<file path="config.mk">
export PLATFORM = sky130hd
export DESIGN_NAME = controlador_transposicao
export DESIGN_NICKNAME = d
export VERILOG_FILES = /design/src/rtl/matrix_pkg.sv /design/src/rtl/transposicao_matriz.sv /design/src/rtl/controlador_transposicao.sv
export SDC_FILE = /design/constraint.sdc
export NUM_CORES = 1
export LEC_CHECK = 0
export ABC_AREA = 1
export CORE_MARGIN = 5
export CORE_UTILIZATION = 45
export DETAILED_ROUTE_END_ITERATION = 10
export PLACE_DENSITY = 0.59
export SYNTH_ARGS = -nofsm -noshare
export SYNTH_HDL_FRONTEND = slang
export SYNTH_SLANG_ARGS = --single-unit
</file>
<file path="constraint.sdc">
create_clock -name clk -period 9.1 [get_ports clk]
set_clock_uncertainty 0.1 [all_clocks]
set_input_delay 0.91 -clock clk [delete_from_list [all_inputs] [get_ports clk]]
set_output_delay 0.91 -clock clk [all_outputs]
set_load 0.05 [all_outputs]
</file>
<file path="src/rtl/matrix_pkg.sv">
// Shared definitions for the matrix transposer and its serial sequencer.
// Holds element geometry, size codes, the FSM state type and the slot index helper.
package matrix_pkg;

    localparam int DATA_W = 8;
    localparam int MAX_N  = 5;
    localparam int MAT_W  = MAX_N * MAX_N * DATA_W;

    localparam logic [1:0] SZ_2X2 = 2'b00;
    localparam logic [1:0] SZ_3X3 = 2'b01;
    localparam logic [1:0] SZ_4X4 = 2'b10;
    localparam logic [1:0] SZ_5X5 = 2'b11;

    typedef enum logic [1:0] {
        IDLE,
        LOAD,
        CALC,
        SEND
    } state_t;

    // Slot of element (r,c) in the packed matrix; the row pitch is always MAX_N.
    function automatic logic [4:0] elem_idx(input logic [2:0] r, input logic [2:0] c);
        return ({2'b00, r} * 5'd5) + {2'b00, c};
    endfunction

    function automatic logic [2:0] order_of(input logic [1:0] size_code);
        logic [2:0] n;
        case (size_code)
            SZ_2X2:  n = 3'd2;
            SZ_3X3:  n = 3'd3;
            SZ_4X4:  n = 3'd4;
            SZ_5X5:  n = 3'd5;
            default: n = 3'd2;
        endcase
        return n;
    endfunction

endpackage

</file>
<file path="src/rtl/transposicao_matriz.sv">
// Combinational transposer for a packed square matrix of order 2..5.
// Slots outside the active N x N window are driven to zero.
module transposicao_matriz
    import matrix_pkg::*;
(
    input  logic [MAT_W-1:0] matrix_A,
    input  logic [1:0]       matrix_size,
    output logic [MAT_W-1:0] m_transposta_A
);

    always_comb begin
        int n;
        m_transposta_A = '0;
        n = int'(order_of(matrix_size));
        for (int r = 0; r < MAX_N; r++) begin
            for (int c = 0; c < MAX_N; c++) begin
                if (r < n && c < n) begin
                    m_transposta_A[(r*MAX_N + c)*DATA_W +: DATA_W] =
                        matrix_A[(c*MAX_N + r)*DATA_W +: DATA_W];
                end
            end
        end
    end

endmodule

</file>
<file path="src/rtl/controlador_transposicao.sv">
// Serial front end for transposicao_matriz: loads a matrix element by element,
// transposes it in one cycle and streams the result back out, row-major.
module controlador_transposicao
    import matrix_pkg::*;
#(
    parameter int DATA_W = 8,
    parameter int MAX_N  = 5
) (
    input  logic              clk,
    input  logic              rst_n,
    input  logic              start,
    input  logic [1:0]        matrix_size,
    input  logic              in_valid,
    input  logic [DATA_W-1:0] in_data,
    output logic              in_ready,
    output logic              out_valid,
    output logic [DATA_W-1:0] out_data,
    input  logic              out_ready,
    output logic              out_last,
    output logic              busy,
    output logic              done
);

    localparam int MAT_BITS = MAX_N * MAX_N * DATA_W;

    state_t              state_q, state_d;
    logic [1:0]          size_q, size_d;
    logic [2:0]          row_q, row_d;
    logic [2:0]          col_q, col_d;
    logic [MAT_BITS-1:0] mat_q, mat_d;
    logic [MAT_BITS-1:0] res_q, res_d;
    logic                done_q, done_d;

    logic [MAT_BITS-1:0] trans_out;
    logic [2:0]          last_idx;
    logic                at_last;

    transposicao_matriz u_transp (
        .matrix_A       (mat_q),
        .matrix_size    (size_q),
        .m_transposta_A (trans_out)
    );

    assign last_idx = order_of(size_q) - 3'd1;
    assign at_last  = (row_q == last_idx) && (col_q == last_idx);

    // NOTE: every variable gets its hold value first so no path leaves it unassigned (no latches).
    always_comb begin
        state_d = state_q;
        size_d  = size_q;
        row_d   = row_q;
        col_d   = col_q;
        mat_d   = mat_q;
        res_d   = res_q;
        done_d  = 1'b0;

        case (state_q)
            IDLE: begin
                if (start) begin
                    mat_d   = '0;
                    size_d  = matrix_size;
                    row_d   = 3'd0;
                    col_d   = 3'd0;
                    state_d = LOAD;
                end
            end

            LOAD: begin
                if (in_valid) begin
                    mat_d[elem_idx(row_q, col_q)*DATA_W +: DATA_W] = in_data;
                    if (at_last) begin
                        row_d   = 3'd0;
                        col_d   = 3'd0;
                        state_d = CALC;
                    end else if (col_q == last_idx) begin
                        col_d = 3'd0;
                        row_d = row_q + 3'd1;
                    end else begin
                        col_d = col_q + 3'd1;
                    end
                end
            end

            CALC: begin
                res_d   = trans_out;
                row_d   = 3'd0;
                col_d   = 3'd0;
                state_d = SEND;
            end

            SEND: begin
                if (out_ready) begin
                    // Counters return to (0,0) on the final element so the read index stays in range.
                    if (at_last) begin
                        row_d   = 3'd0;
                        col_d   = 3'd0;
                        done_d  = 1'b1;
                        state_d = IDLE;
                    end else if (col_q == last_idx) begin
                        col_d = 3'd0;
                        row_d = row_q + 3'd1;
                    end else begin
                        col_d = col_q + 3'd1;
                    end
                end
            end

            default: state_d = IDLE;
        endcase
    end

    // NOTE: sequential state uses non-blocking assignments so every register samples pre-edge values.
    always_ff @(posedge clk or negedge rst_n) begin
        if (!rst_n) begin
            state_q <= IDLE;
            size_q  <= 2'b00;
            row_q   <= 3'd0;
            col_q   <= 3'd0;
            mat_q   <= '0;
            res_q   <= '0;
            done_q  <= 1'b0;
        end else begin
            state_q <= state_d;
            size_q  <= size_d;
            row_q   <= row_d;
            col_q   <= col_d;
            mat_q   <= mat_d;
            res_q   <= res_d;
            done_q  <= done_d;
        end
    end

    assign in_ready  = (state_q == LOAD);
    assign out_valid = (state_q == SEND);
    assign out_last  = (state_q == SEND) && at_last;
    assign out_data  = res_q[elem_idx(row_q, col_q)*DATA_W +: DATA_W];
    assign busy      = (state_q != IDLE);
    assign done      = done_q;

endmodule

</file>
==> results of run 1 <==
==> flip-flops by register name, summed over array words and instances (netlist names) <==
name,count
done,1
size_q,2
state_q,2
res_q,200
col_q,3
row_q,3
mat_q,200
==> how the worst min path moves through the flow <==
stage / endpoint / slack, ps / cells past startpoint
floorplan: mat_q[100] / 340 / 2
global placement: mat_q[167] / 350 / 2
detailed placement: mat_q[57] / 360 / 2
CTS: mat_q[43] / 360 / 1
global route: mat_q[13] / 380 / 2
finish: res_q[14] / 270 / 1
==> cells by family (layout without fill, tap and decap cells) <==
group                      after synthesis  in the layout  share of synthesized area (%)
AOI/OAI and AO/OA                      435            435                           11.6
xor gates and xnor gates                 9              9                          0.402
adders and majority gates               22             22                           1.44
buffers and inverters                  418            407                           8.24
DFF                                    411            411                           52.4
and+or+nand+nor                       1146           1146                           25.9
==> placed cells by master (no fill, tap or decap), drive strengths merged, types with 3 or more instances in the layout <==
cell type,count
o211ai,4
a32oi,8
nand4,14
clkbuf,72
nor2,86
or2,3
nor3,68
bufinv,4
a21oi,89
nor4,3
clkinv,8
o21ai,318
xnor2,6
clkdlybuf4s50,26
inv,276
nand2,615
nand3,357
o2111ai,6
xor2,3
ha,21
dfrtp,411
buf,19
a31oi,9
==> layout make-up <==
class,count,area (sq um)
Fill cell,4186,21200
Clock inverter,12,169
Inverter,278,1050
Timing Repair Buffer,45,435
Multi-Input combinational cell,1612,7760
Clock buffer,72,1420
Tap cell,585,732
Sequential cell,411,10300
==> critical path: cells and delay by family (launching register included) <==
family	cells	cell delay [ps]
AO/OA/AOI/OAI	2	850
adder cells (fa/ha/maj)	1	390
buffers and inverters	3	2110
flip-flops	1	470
AND/OR/NAND/NOR	2	310
==> power groups by stage <==
stage	Combinational (mW)	Sequential [mW]	Clock, mW
after detailed placement	3.88	1.92	0
after CTS	3.89	1.89	1.98
after global placement	3.87	1.92	0
final	3.97	1.89	1.95
after global routing	4.18	1.89	2.06
after floorplan	2.54	1.91	0
==> through the flow <==
stage,hold slack [ps],util (%)
6_report,274,50.7
5_1_grt,383,50.7
4_1_cts,358,50.7
3_5_place_dp,359,47.0
3_3_place_gp,353,47.0
2_1_floorplan,343,-
==> routing by layer <==
metal | track usage (%) | up-vias | part of all wire (%)
li1 | - | 7863 | -
met1 | 42.0 | 8176 | 45
met2 | 40.4 | 682 | 43
met3 | 4.33 | 157 | 7.5
met4 | 12.2 | 0 | 4.8
met5 | 0 | - | 0
==> impl_metrics.csv, run 1 <==
group,metric,value,unit
status,status,"finished clean",
pwr,power_leakage,10.2,nW
clock_network,cts.sinks,411,
worst_setup_path,reg2reg_to,"mat_q[104]",
route,vias_per_cell,5.60,
clock_network,htree_num_levels,2,
logic_synthesis,ys_warn_count,0,
logic_synthesis,synth_edf_count,0,
route,drc_errors,0,
floorplanning,fp.dieW,219,um
floorplanning,dieArea,47900,sq um
logic_synthesis,yosysMostFrequentCell,"nand2_1",
sta,slew_viol_final,0,
pwr,pwr-share-clk,25.0,%
logic_synthesis,synth_common_cells,"nand2_1, dfrtp_1, nand3_1, o21ai_0, inv_1",
clock_network,cts_buffers,46,
sta,fin_tns_setup,0,ps
clock_network,clk_pin_slew_worst_paths,60,ps
finish,num-nets-final,2431,
route,wl,66100,um
worst_setup_path,crit_path_max_incr_delay,890,ps
finish,area_growth,11.3,%
global_route,overflow,0,
min_path,hold_class,"input port to asynchronous set/reset pin",
clock_network,cts_resized,0,
logic_synthesis,synth_cell_type_count,39,
finish,drive_gt1_share,6.34,%
worst_setup_path,critPathSlowestCell,"clkdlybuf4s50_1",
logic_synthesis,ys.flop_type,"dfrtp_1",
finish,stdcell_count,3015,
worst_setup_path,ff2ff_path_depth,15,
logic_synthesis,ys_ff_latch,411,
place,pre_cts_slack,4060,ps
route,drtIter0Drc,1943,
sta,final.min_clock_period,5810,ps
clock_network,tritoncts,"yes",
worst_setup_path,crit_arrival,4800,ps
sta,layout_worst_path_cycle_share,63.9,%
worst_setup_path,crit_start,"row_q[0]",
sta,timing.final.ws_setup,3290,ps
route,wire_per_inst,21.9,um
global_route,grt_pass1_wl,102000,um
clock_network,root_buffer,"clkbuf_16",
worst_setup_path,timing.rr.start,"row_q[0]",
route,vias,16878,
global_route,grt_pass1_vias,16107,
worst_setup_path,endpoint,"out_data[3]",
sta,tightest_slew,1250,ps
place,place_inst,2931,
worst_setup_path,worstSetupPathType,"register to primary output",
pwr,p_int,3.80,mW
worst_setup_path,rrSetupSlack,4390,ps
place,io_buffer_count,27,
floorplanning,die_h,219,um
pwr,seqPwrFrac,24.2,%
worst_setup_path,worstPathCellList,"ha_4 > inv_2 > buf_4 > o21ai_0 > nand3_1 > nand3_1 > a32oi_1 > clkdlybuf4s50_1",
sta,hold_viol,0,
floorplanning,core_area,43100,sq um
worst_setup_path,end_kind,"primary output",
logic_synthesis,synth_area_per_cell,8.04,sq um
sta,slew-limit-headroom,15.8,%
worst_setup_path,required,8090,ps
sta,max_freq,0.172,GHz
logic_synthesis,synthArstFlopShare,100,%
route,first_pass_iters,5,
pwr,finalPower,7.81,mW
worst_setup_path,worstPathMaxFanout,69,
pwr,power_per_cell_area,357,nW/um^2
floorplanning,initial_utilization,45.5,%
floorplanning,rows,76,
pwr,vdd_drop_max,0.471,mV
pwr,switching_share,51.3,%
global_route,grt_usage,28.0,%
global_route,grt_max_degree,215,
worst_setup_path,cp_common_cell,"nand3_1",
logic_synthesis,synth_seq_area_share,52.4,%
global_route,antenna_found_initial,0,
sta,rsz0062_at_grt,"false",
route,final_antenna_net_count,0,
finish,antenna_cells,0,
clock_network,post-cts-setup-buffer-count,0,
logic_synthesis,yosysTopAreaCellShare,52.4,%
pwr,p_switching,4.01,mW
clock_network,clock_latency,580,ps
logic_synthesis,synthCells,2441,
floorplanning,design.portCount,28,
place,hpwl,45400,um
logic_synthesis,synth_largest_area_cell,"dfrtp_1",
place,dpl_cell_area,20300,sq um
finish,stdcell_area,21800,sq um
logic_synthesis,syn_area,19600,sq um
worst_setup_path,startpoint_type,"register",
job,maxCapViolCount,0,
pwr,combPwrFrac,50.9,%
place,gp_congestion,1.02,
logic_synthesis,synthesis.nets,2478,
clock_network,cts_hold_buf,0,
clock_network,clockBufferDepth,3,
sta,finalSetupViolations,0,
logic_synthesis,synth_top_cells_by_area,"dfrtp_1, nand2_1, nand3_1",
Power figures use the tool's default switching activity.
==> run 2, diff against run 1 <==
==> constraint.sdc (replaced) <==
create_clock -name clk -period 5.6 [get_ports clk]
set_clock_uncertainty 0.1 [all_clocks]
set_input_delay 0.56 -clock clk [delete_from_list [all_inputs] [get_ports clk]]
set_output_delay 0.56 -clock clk [all_outputs]
set_load 0.05 [all_outputs]
==> run 2 against run 1 <==
Utilization barely moved. Register-to-register slack got worse by 3500 ps. Setup slack got worse by 2500 ps. Highest routed layer unchanged.
==> impl_metrics.csv, run 2 (same netlist as run 1, synthesis figures left out) <==
group,metric,value,unit
status,status,"finished clean",
global_route,grt_max_degree,248,
job,maxCapViolCount,0,
route,vias_per_cell,5.52,
global_route,grt_usage,27.1,%
clock_network,tritoncts,"yes",
min_path,whs_path_depth,2,
worst_setup_path,worstSetupPathType,"register to primary output",
min_path,hold_class,"register to register",
clock_network,clk_pin_slew_worst_paths,50,ps
finish,antenna_cells,0,
floorplanning,design.portCount,28,
clock_network,clockBufferDepth,3,
sta,layout_worst_path_cycle_share,86.8,%
sta,final.min_clock_period,4860,ps
route,final_antenna_net_count,0,
route,wl,64300,um
floorplanning,core_area,43100,sq um
worst_setup_path,timing.rr.start,"row_q[0]",
pwr,power_leakage,10.2,nW
sta,slew-limit-headroom,25.8,%
place,place_inst,2934,
worst_setup_path,required,4940,ps
clock_network,htree_num_levels,2,
route,drtIter0Drc,1745,
global_route,overflow,0,
route,drc_errors,0,
floorplanning,die_h,219,um
finish,area_growth,11.3,%
min_path,worstHoldStart,"mat_q[15]",
route,wire_per_inst,21.3,um
route,first_pass_iters,5,
worst_setup_path,reg2reg_to,"mat_q[105]",
finish,reg_top3,"mat_q x200, res_q x200",
floorplanning,dieArea,47900,sq um
floorplanning,rows,76,
sta,rsz0062_at_grt,"false",
global_route,grt_pass1_vias,16388,
worst_setup_path,crit_arrival,4200,ps
worst_setup_path,ff2ff_path_depth,17,
clock_network,cts_buffers,45,
clock_network,cts.sinks,411,
global_route,grt_pass1_wl,99300,um
floorplanning,fp.dieW,219,um
finish,drive_gt1_share,6.39,%
finish,fill_cells,4183,
place,hpwl,44300,um
sta,tightest_slew,1100,ps
sta,slew_viol_final,0,
global_route,antenna_found_initial,0,
sta,hold_viol,0,
clock_network,clock_latency,580,ps
worst_setup_path,rrSetupSlack,880,ps
sta,max_freq,0.206,GHz
finish,layout_commonest_cell,"nand2_1",
pwr,power_per_cell_area,582,nW/um^2
route,vias,16617,
min_path,holdPathEnd,"mat_q[15]",
worst_setup_path,worstPathMaxFanout,20,
sta,finalSetupViolations,0,
clock_network,post-cts-setup-buffer-count,0,
finish,post-route-util,50.7,%
worst_setup_path,startpoint_type,"register",
place,gp_congestion,1.03,
worst_setup_path,end_kind,"primary output",
floorplanning,initial_utilization,45.5,%
pwr,vdd_drop_max,0.944,mV
finish,stdcell_count,3012,
worst_setup_path,crit_start,"row_q[0]",
sta,fin_tns_setup,0,ps
place,io_buffer_count,27,
finish,layout_common_cells,"nand2_1, dfrtp_1, nand3_1",
finish,num-nets-final,2434,
clock_network,root_buffer,"clkbuf_16",
[run 2: cell count changes in the layout (fill, tap and decap cells not counted)]
cell             before  now
dlygate4sd3_1         0    1
clkinvlp_4            2    0
clkbuf_8             15   13
bufinv_16             4    0
inv_2                 9    8
buf_12                2   13
clkbuf_1             10   12
clkinv_2              5    4
clkdlybuf4s50_1      26   18
clkinv_1              3    4
[run 2: worst max-delay path by stage]
| stage | endpoint | slack (ps) |
|---|---|---|
| detailed placement | mat_q[76] | 1000 |
| CTS | out_data[5] | 820 |
| global route | mat_q[108] | 540 |
| global placement | mat_q[104] | 1110 |
| floorplan | out_data[0] | 1910 |
| finish | out_data[5] | 740 |
[run 2: where the power goes]
group	switching [mW]	internal, mW	leakage, nW
sequential	0.0493	3.02	5.73
combinational	5.27	1.47	3.72
clock	1.21	1.70	0.707
[run 2: metrics by stage]
step | setup slack (ps) | instance area (sq um) | hold WS, ps | total power, mW
after global routing | 539 | 21800 | 378 | 13.3
after global placement | 1110 | 20400 | 354 | 9.72
after CTS | 820 | 21800 | 373 | 12.7
after detailed placement | 1000 | 20400 | 359 | 9.73
after floorplan | 1910 | 19600 | 164 | 7.23
final | 740 | 21800 | 368 | 12.7
[run 2: what timing repair did]
action	4_1_cts	5_1_grt
endpoints found under the hold margin	84	0
hold buffers	1	0
gates resized for setup	0	0
[run 2: cell type report]
| type | count | area, sq um | share of cell area [%] |
|---|---|---|---|
| Clock buffer | 72 | 1400 | 6.41 |
| Multi-Input combinational cell | 1612 | 7760 | 35.5 |
| Timing Repair Buffer | 49 | 586 | 2.68 |
| Tap cell | 585 | 732 | 3.35 |
| Clock inverter | 5 | 28.8 | 0.132 |
| Sequential cell | 411 | 10300 | 47.1 |
| Inverter | 278 | 1050 | 4.80 |
[run 2: worst max-delay path, stage by stage (launching register included)]
cell	delay [ps]
dfrtp_1	470
ha_1	330
ha_1	310
fa_1	390
nand2_1	80
inv_1	40
nor2_2	680
inv_1	530
nand3_1	310
a32oi_1	250
buf_12	230
[run 2: layer usage]
metal | vias to the layer above | share of wire, % | GRT usage [%]
met5 | - | 0 | 0
met2 | 601 | 46 | 42.3
met4 | 0 | 3.6 | 9.52
li1 | 7859 | - | -
met1 | 8032 | 43 | 37.4
met3 | 125 | 7.9 | 6.25
==> run 3, diff against run 2 <==
--- a/config.mk
+++ b/config.mk
@@ -6,10 +6,10 @@
 export NUM_CORES = 1
 export LEC_CHECK = 0
 export ABC_AREA = 1
-export CORE_MARGIN = 5
 export CORE_UTILIZATION = 45
 export DETAILED_ROUTE_END_ITERATION = 10
 export PLACE_DENSITY = 0.59
+export SLEW_MARGIN = 20
 export SYNTH_ARGS = -nofsm -noshare
 export SYNTH_HDL_FRONTEND = slang
 export SYNTH_SLANG_ARGS = --single-unit
==> run 3 against run 2 <==
Sequential cell count unchanged. Via count increased by 1.5%. Routed wire length increased by 3.6%. Count of clock-buffer cells in the layout decreased by 1. Maximum frequency increased by 5.8%. Sequential share of layout area decreased by 0.070 points. Die area decreased by 7.2%. Utilization increased by 0.076 points. Critical path depth decreased by 3. Sequential power about the same. Worst hold slack improved by 1.9 ps.
==> impl_metrics.csv, run 3 (same netlist as run 1, synthesis figures left out) <==
group,metric,value,unit
pwr,finalPower,12.9,mW
pwr,power_leakage,10.2,nW
worst_setup_path,worstSetupPathType,"register to primary output",
status,status,"finished clean",
sta,layout_worst_path_cycle_share,82.0,%
floorplanning,rows,76,
sta,hold_viol,0,
clock_network,clockBufferDepth,3,
sta,timing.final.ws_setup,1010,ps
sta,max_freq,0.218,GHz
sta,slew_viol_final,0,
finish,area_growth,11.5,%
route,wl,66600,um
route,drtIter0Drc,1638,
place,pre_cts_slack,1180,ps
pwr,vdd_drop_max,1.08,mV
sta,rsz0062_at_grt,"false",
clock_network,htree_num_levels,2,
global_route,grt_pass1_vias,16215,
route,vias,16871,
floorplanning,core_area,43100,sq um
clock_network,root_buffer,"clkbuf_16",
clock_network,tritoncts,"yes",
route,drc_errors,0,
finish,layout_common_cells,"nand2_1, dfrtp_1, nand3_1",
global_route,overflow,0,
place,place_inst,2936,
clock_network,clk_pin_slew_worst_paths,60,ps
floorplanning,initial_utilization,45.5,%
worst_setup_path,startpoint_type,"register",
global_route,antenna_found_initial,1,
clock_network,cts_buffers,46,
finish,stdcell_count,3018,
floorplanning,die_h,211,um
clock_network,cts_resized,0,
floorplanning,design.portCount,28,
sta,fin_tns_setup,0,ps
clock_network,cts.sinks,411,
job,maxCapViolCount,0,
sta,slew-limit-headroom,22.6,%
finish,antenna_cells,0,
sta,final.min_clock_period,4590,ps
global_route,grt_usage,30.7,%
worst_setup_path,worstPathMaxFanout,78,
global_route,grt_max_degree,227,
route,wire_per_inst,22.1,um
route,first_pass_iters,7,
route,final_antenna_net_count,0,
finish,layout_commonest_cell,"nand2_1",
finish,drive_gt1_share,6.45,%
route,vias_per_cell,5.59,
worst_setup_path,end_kind,"primary output",
worst_setup_path,required,4940,ps
min_path,hold_class,"register to register",
finish,reg_top3,"mat_q x200, res_q x200",
sta,finalSetupViolations,0,
place,io_buffer_count,27,
place,gp_congestion,0.995,
worst_setup_path,ff2ff_path_depth,14,
clock_network,clock_latency,580,ps
pwr,power_per_cell_area,590,nW/um^2
clock_network,post-cts-setup-buffer-count,0,
floorplanning,dieArea,44400,sq um
worst_setup_path,crit_arrival,3930,ps
place,hpwl,45700,um
sta,tightest_slew,1150,ps
finish,num-nets-final,2437,
min_path,whs_path_depth,2,
floorplanning,fp.dieW,211,um
global_route,grt_pass1_wl,101000,um
-- run 3: cell count changes in the layout (fill, tap and decap cells not counted) --
cell        before  now
clkbuf_8        13    6
clkbuf_1        12   16
clkinv_2         4    8
buf_4           16   18
clkbuf_16       47   49
bufinv_16        0    1
clkinvlp_4       0    1
inv_6            1    0
-- run 3: worst paths after layout --
kind | from | slack (ps) | endpoint
worst max-delay path | row_q[0] | 1010 | out_data[5]
worst min-delay path | mat_q[15] | 370 | mat_q[15]
worst max register to register | row_q[0] | 1070 | mat_q[77]
worst min register to register | mat_q[15] | 370 | mat_q[15]
max in group asynchronous | rst_n | 3570 | mat_q[68]
min in group asynchronous | rst_n | 540 | mat_q[136]
-- run 3: critical path: stages (launching register included) --
cell	delay (ps)
dfrtp_1	470
ha_4	540
buf_4	710
o21ai_0	400
nand3_1	290
nand3_1	190
a32oi_1	470
buf_12	190
-- run 3: metal layers --
layer | track usage (%) | vias up | part of all wire (%)
met3 | 4.73 | 130 | 6.6
met1 | 43.7 | 8266 | 45
li1 | - | 7878 | -
met5 | 0 | - | 0
met2 | 47.1 | 597 | 45
met4 | 12.1 | 0 | 3.8
-- run 3: cell type report --
| class | instances | area (sq um) |
|---|---|---|
| Timing Repair Buffer | 51 | 601 |
| Inverter | 278 | 1050 |
| Clock buffer | 71 | 1370 |
| Sequential cell | 411 | 10300 |
| Tap cell | 585 | 732 |
| Clock inverter | 10 | 77.6 |
| Fill cell | 4267 | 21200 |
| Multi-Input combinational cell | 1612 | 7760 |
-- run 3: repair_timing --
action                     4_1_cts  5_1_grt
setup endpoints to repair        0        0
hold buffers                     1        0
hold endpoints to repair        14        0
-- run 3: power by group --
part / total (mW) / internal [mW] / switching [mW]
combinational: 6.87 / 1.49 / 5.39
sequential: 3.07 / 3.02 / 0.0487
clock: 2.96 / 1.72 / 1.24
total: 12.9 / 6.22 / 6.68
-- run 3: stage by stage --
step / instance area (sq um) / utilization (%) / hold slack [ps]
5_1_grt: 21900 / 50.8 / 385
3_3_place_gp: 20400 / 47.4 / 355
3_5_place_dp: 20400 / 47.4 / 359
4_1_cts: 21900 / 50.8 / 373
6_report: 21900 / 50.8 / 370
2_1_floorplan: 19600 / - / 164
